==> config.mk <==
export PLATFORM = sky130hd
export DESIGN_NAME = spi_slave_shifter
export DESIGN_NICKNAME = d
export VERILOG_FILES = /design/src/rtl/spi_slave_shifter.sv
export SDC_FILE = /design/constraint.sdc
export NUM_CORES = 1
export LEC_CHECK = 0
export BUFFER_PORTS_ARGS = -buffer_cell sky130_fd_sc_hd__buf_2
export CAP_MARGIN = 15
export CORE_MARGIN = 1.5
export CORE_UTILIZATION = 40
export DETAILED_ROUTE_END_ITERATION = 16
export RECOVER_POWER = 50
export SKIP_LAST_GASP = 1
export SYNTH_ARGS = -nofsm -noshare
export SYNTH_HDL_FRONTEND = slang
export SYNTH_SLANG_ARGS = --single-unit
==> constraint.sdc <==
create_clock -name clk -period 2.3 [get_ports clk]
set_input_delay 0.46 -clock clk [delete_from_list [all_inputs] [get_ports clk]]
set_output_delay 0.46 -clock clk [all_outputs]
set_load 0.02 [all_outputs]
==> src/rtl/spi_slave_shifter.sv <==
// Mode-0 SPI slave shift engine driven by pre-synchronised SCLK/CS edge enables.
// Optional sticky receive-overrun flag is enabled by defining SPI_SLV_RX_OVF_EN.
module spi_slave_shifter #(
    parameter int              DW        = 8,
    parameter bit              MSB_FIRST = 1'b1,
    parameter logic [DW-1:0]   TX_FILL   = '1
) (
    input  logic          clk,
    input  logic          rst,
    input  logic          sclk_rise,
    input  logic          sclk_fall,
    input  logic          cs_fall,
    input  logic          cs_rise,
    input  logic          mosi,
    output logic          miso,
    output logic          miso_oe,
    input  logic [DW-1:0] tx_data,
    input  logic          tx_valid,
    output logic          tx_ready,
    output logic [DW-1:0] rx_data,
    output logic          rx_valid,
    input  logic          rx_ready,
    output logic          rx_ovf
);

    localparam int            CW   = $clog2(DW);
    localparam logic [CW-1:0] LAST = CW'(DW - 1);

    typedef enum logic {IDLE, ACTIVE} state_t;

    state_t          r_state;
    state_t          w_stateNext;
    logic [CW-1:0]   r_bitCnt;
    logic [DW-1:0]   r_rxSr;
    logic [DW-1:0]   r_txSr;
    logic [DW-1:0]   r_txHold;
    logic            r_txFull;
    logic [DW-1:0]   r_rxData;
    logic            r_rxValid;

    logic            w_frameStart;
    logic            w_frameEnd;
    logic            w_rise;
    logic            w_fall;
    logic            w_wordDone;
    logic            w_txLoad;
    logic            w_rxDrop;
    logic [DW-1:0]   w_rxNext;

    // cs_rise outranks any SCLK edge arriving in the same cycle
    assign w_frameStart = (r_state == IDLE) && cs_fall;
    assign w_frameEnd   = (r_state == ACTIVE) && cs_rise;
    assign w_rise       = (r_state == ACTIVE) && !cs_rise && sclk_rise;
    assign w_fall       = (r_state == ACTIVE) && !cs_rise && sclk_fall;
    assign w_wordDone   = w_rise && (r_bitCnt == LAST);
    assign w_txLoad     = w_frameStart || (w_fall && (r_bitCnt == '0));
    assign w_rxDrop     = w_wordDone && r_rxValid && !rx_ready;
    assign w_rxNext     = MSB_FIRST ? {r_rxSr[DW-2:0], mosi} : {mosi, r_rxSr[DW-1:1]};

    always_ff @(posedge clk) begin
        if (rst) r_state <= IDLE;
        else     r_state <= w_stateNext;
    end

    always_comb begin
        w_stateNext = r_state;
        case (r_state)
            IDLE:    if (cs_fall) w_stateNext = ACTIVE;
            ACTIVE:  if (cs_rise) w_stateNext = IDLE;
            default: w_stateNext = IDLE;
        endcase
    end

    always_ff @(posedge clk) begin
        if (rst) begin
            r_bitCnt  <= '0;
            r_rxSr    <= '0;
            r_txSr    <= TX_FILL;
            r_txHold  <= '0;
            r_txFull  <= 1'b0;
            r_rxData  <= '0;
            r_rxValid <= 1'b0;
        end else begin
            if (w_frameStart || w_frameEnd) begin
                r_bitCnt <= '0;
                r_rxSr   <= '0;
            end else if (w_rise) begin
                r_rxSr   <= w_rxNext;
                r_bitCnt <= w_wordDone ? '0 : r_bitCnt + CW'(1);
            end

            if (w_txLoad)
                r_txSr <= r_txFull ? r_txHold : TX_FILL;
            else if (w_fall)
                r_txSr <= MSB_FIRST ? {r_txSr[DW-2:0], 1'b0} : {1'b0, r_txSr[DW-1:1]};

            // A load empties a full holding register; a write is only taken when it was already empty
            if (w_txLoad && r_txFull) begin
                r_txFull <= 1'b0;
            end else if (tx_valid && !r_txFull) begin
                r_txFull <= 1'b1;
                r_txHold <= tx_data;
            end

            if (w_wordDone && (!r_rxValid || rx_ready)) begin
                r_rxData  <= w_rxNext;
                r_rxValid <= 1'b1;
            end else if (r_rxValid && rx_ready) begin
                r_rxValid <= 1'b0;
            end
        end
    end

`ifdef SPI_SLV_RX_OVF_EN
    logic r_rxOvf;

    always_ff @(posedge clk) begin
        if (rst)               r_rxOvf <= 1'b0;
        else if (w_rxDrop)     r_rxOvf <= 1'b1;
        else if (w_frameStart) r_rxOvf <= 1'b0;
    end

    assign rx_ovf = r_rxOvf;
`else
    logic w_unusedDrop;
    assign w_unusedDrop = w_rxDrop;
    assign rx_ovf       = 1'b0;
`endif

    assign miso     = MSB_FIRST ? r_txSr[DW-1] : r_txSr[0];
    assign miso_oe  = (r_state == ACTIVE);
    assign tx_ready = !r_txFull;
    assign rx_data  = r_rxData;
    assign rx_valid = r_rxValid;

endmodule

Word level (Yosys, flattened, before mapping)
Index checks and enable logic that the tools add are counted.
{ "word_totals": {"regBits": 37, "latchBits": 0, "ram_bits": 0, "rom_bits": 0, "in_bits": 17, "mem_count": 0} }
{ "op_classes": {"addsub": 1, "mul": 0, "div_mod_pow": 0, "order_cmp": 0, "n_eq_ne": 1, "shifts": 0, "n_mux": 9, "n_bitwise": 2, "reduce_logical": 23} }
{ "ops": {"columns": ["operator", "n"], "rows": [
  ["2-to-1 mux 8 bit", 3],
  ["logical AND 1 bit", 11],
  ["2-to-1 mux 1 bit", 4],
  ["nonzero test 2 bit", 2],
  ["OR reduction 2 bit", 2],
  ["adder 3 x 1 -> 3 bit, second input constant", 1],
  ["== test 3 bit, second input constant", 1],
  ["zero test 1 bit", 3],
  ["zero test 3 bit", 1],
  ["logical OR 1 bit", 3],
  ["2-to-1 mux 3 bit", 1],
  ["NOT 1 bit", 2],
  ["case mux 1 bit (2 select lines)", 1],
  ["AND reduction 2 bit", 1]
]} }

Depth between registers and ports, before layout
{ "logic_depth": {"word_depth": 8, "mapped_depth": 7, "ltp_nobuf": 5} }

Worst setup path before layout
Ideal clock, no wire load.
{ "synth_path": {"kind": "reg-to-reg", "from": "reg r_bitCnt[0]", "to": "reg r_rxData[5] (netlist: rx_data[5])", "arrival_time_ps": 1278, "required_ps": 2168, "slack_ps": 890, "path_stages_with_launch": 8, "path_cell_list": "dfxtp_1 -> ha_1 -> ha_1 -> buf_2 -> inv_1 -> buf_2 -> o31ai_1 -> a21oi_1"} }
{ "synth_via": {"elab_chain_cells": 3} }
{ "synth_lines": {"columns": ["item", "line", "text"], "rows": [
  ["start: declaration", "33", "logic [CW-1:0] r_bitCnt;"],
  ["start signal: assignment", "89", "r_bitCnt <= w_wordDone ? '0 : r_bitCnt + CW'(1);"],
  ["== test 3 bit", "55", "assign w_wordDone = w_rise && (r_bitCnt == LAST);"],
  ["logical AND 1 bit", "55", null],
  ["logical AND 1 bit", "105", "if (w_wordDone && (!r_rxValid || rx_ready)) begin"],
  ["end signal: assignment", "106", "r_rxData <= w_rxNext;"],
  ["end: declaration", "38", "logic [DW-1:0] r_rxData;"]
]} }
Every way passes these cells.
A chain may end at the register's enable or synchronous reset.

Worst setup path in the final report
{ "layout_path": {"from": "reg r_bitCnt[0]", "to": "reg r_rxData[3] (netlist: rx_data[3])"} }
The elaborated chain is that of the path after synthesis.

==> reports/metrics.cfg <==
[clocking]
h-tree-depth=2
clkSlewWorstSetupHoldPaths_ps=70
cts_sinks=37
cts_buffer_depth=2
post_cts_resized=0
clkLatencyLatePin_ps=290
numCtsBuffers=5
cts_hold_buffers=0
clockRootBuffer=clkbuf_8
cts_tree=yes
postCtsSetupBuffers=0

[min_path]
hold_class=input pin to register
hp-start=tx_data[0]

[setup_path]
arrival_ps=1860
cp-startpoint=r_bitCnt[0]
reg2reg_from=r_bitCnt[0]
crit_required_ps=2450
crit_path_cell_trace=ha_1 -> ha_1 -> inv_1 -> o31ai_1 -> a21oi_1
critPathMaxFanout=11
end_kind=register
slowest_stage=dfxtp_1
crit_top_cell=ha_1
cp_top_family=adder cells
startpoint_type=register
path_buf_inv=1
max_stage_delay_ps=360
worstSetupPathType=register to register

[global_route]
track_usage=0.182
grt_max_degree=29
gr-total-overflow=0
grt_pass1_vias=1302
grt_pass1_wl_um=5950
antenna_found_initial=0

[timing]
setup_tns_ps=0
drv_slew=0
finalCritPeriodShare=0.742
layout_min_cycle_time_ps=1710
tightest_slew_ps=672
relSlewSlack=0.551
rsz0062_at_grt=no
worst_slack_ps=594
setup_viol=0
clock.fmax_mhz=586
hold_viol=0
fin_worst_skew_ps=3.99

[placed_design]
hpwl_um=2340
gp_congestion=0.738
pre_cts_slack_ps=624
portBuffers=28

[synthesis]
synth.distinct_cells=25
synth_seq_area_share=0.476
syn-cell-area_um2=1560
syn_avg_cell_area_um2=8.24
synth-seq-cells=37
yosys_warnings=0
synthCells=189
synthesis.nets=209

[route]
drt-total-wl_um=3420
drtPass1Iterations=4
ant_nets=0
via_count=1401
routedWlPerCell_um=13.3
viasPerCell=5.45
drt-initial-drc-count=56
drc_errors=0

[run_status]
status=finished clean

[job]
maxCapViolCount=0

[power]
leakage_uw=0.000651
max-vdd-ir-drop_mv=0.430
p_per_area_nw_per_um2=729

[floorplanning]
die-area_um2=4270
ios=30
core_area_um2=3690
die_x_um=65.4
fp.dieH_um=65.4
initial_core_util=0.422
placementRows=22

[finish]
nets=228
area_growth_pct=13.3
antenna-diode-count=0
finish.utilization=0.478
drive_gt1_frac=0.129

[stage by stage]
step | cell area (um2) | total power [uW] | cells | hold slack (ps)
floorplan | 1560 | 774 | 189 | 436
global placement | 1680 | 801 | 249 | 445
detailed placement | 1680 | 806 | 249 | 453
CTS | 1780 | 1300 | 257 | 398
global route | 1760 | 1350 | 257 | 405
finish | 1760 | 1290 | 257 | 406
[tightest hold or removal path, stage by stage]
cell	delay [ps]
buf_2	90
nand2_1	50
a21oi_1	50
[sequential cells by signal, summed over array words and instances, names as in the netlist]
register,cells
r_txFull,1
rx_data,8
r_rxSr,7
r_txSr,8
miso_oe,1
r_txHold,8
r_bitCnt,3
rx_valid,1
[where the power goes]
group	total, uW	leakage [uW]	switching, uW	internal [uW]
clock network	496	0.0000542	225	271
logic	111	0.000295	70.4	40.7
registers	680	0.000302	15.0	665
total	1290	0.000651	310	976
[kinds of logic (layout without fill, tap and decap cells)]
logic type / count (synthesis) / count (layout) / share of synthesized area
adders and majority gates: 3 / 3 / 0.0241
DFF: 37 / 37 / 0.476
buffers and inverters: 20 / 40 / 0.0611
other: 1 / 1 / 0.00241
AOI/OAI and AO/OA: 56 / 56 / 0.214
and+or+nand+nor: 72 / 72 / 0.223
[placed cells by master, fill, tap and decap left out]
cell type  instances
and3b_1            2
o31ai_1            8
a31oi_1            8
nand3_1           10
nor2_1             9
clkinv_2           1
clkinv_1           1
clkbuf_8           7
or2b_1             1
clkbuf_1          11
nor2b_1            2
nand2_1           34
buf_2             17
nand3b_2           2
o21ai_0            1
a21oi_1           30
nand2b_1           4
ha_1               3
o21a_1             1
inv_1              3
dfxtp_1           37
nand4_1            8
o211ai_1           8
conb_1             1
[metal layers]
metal | share of wire | vias up | GRT usage
li1 | - | 698 | -
met1 | 0.48 | 643 | 0.245
met2 | 0.42 | 55 | 0.260
met3 | 0.082 | 5 | 0.0599
met4 | 0.020 | 0 | 0.0911
met5 | 0 | - | 0
[worst paths after layout]
check | to | slack, ps | depth (start not counted)
worst max-delay path | rx_data[3] | 590 | 5
worst min-delay path | r_txHold[0] | 410 | 3
worst max register to register | rx_data[3] | 590 | 5
worst min register to register | r_txHold[4] | 460 | 2
[cell usage after synthesis (all sizes together)]
cell type / instances / area, um2
o211ai: 8 / 60.1
conb: 1 / 3.75
buf: 8 / 50.0
o21a: 1 / 7.51
and3b: 2 / 17.5
ha: 3 / 37.5
nand3b: 2 / 22.5
o31ai: 8 / 60.1
clkinv: 1 / 3.75
or2b: 1 / 7.51
a31oi: 8 / 50.1
inv: 3 / 11.3
a21oi: 30 / 150
dfxtp: 37 / 741
o21ai: 1 / 5.00
nand3: 10 / 50.1
nor2: 9 / 33.8
clkbuf: 8 / 30.0
nor2b: 2 / 12.5
nand4: 8 / 50.1
nand2b: 4 / 25.0
nand2: 34 / 128
[area by class of cell]
type | instances | area (um2)
multi-input combinational | 132 | 721
timing repair buffer | 28 | 126
sequential | 37 | 741
tap | 48 | 60.1
clock inverter | 1 | 5.00
inverter | 4 | 15.0
clock buffer | 7 | 96.3
fill | 387 | 1920
Power figures use the tool's default switching activity.
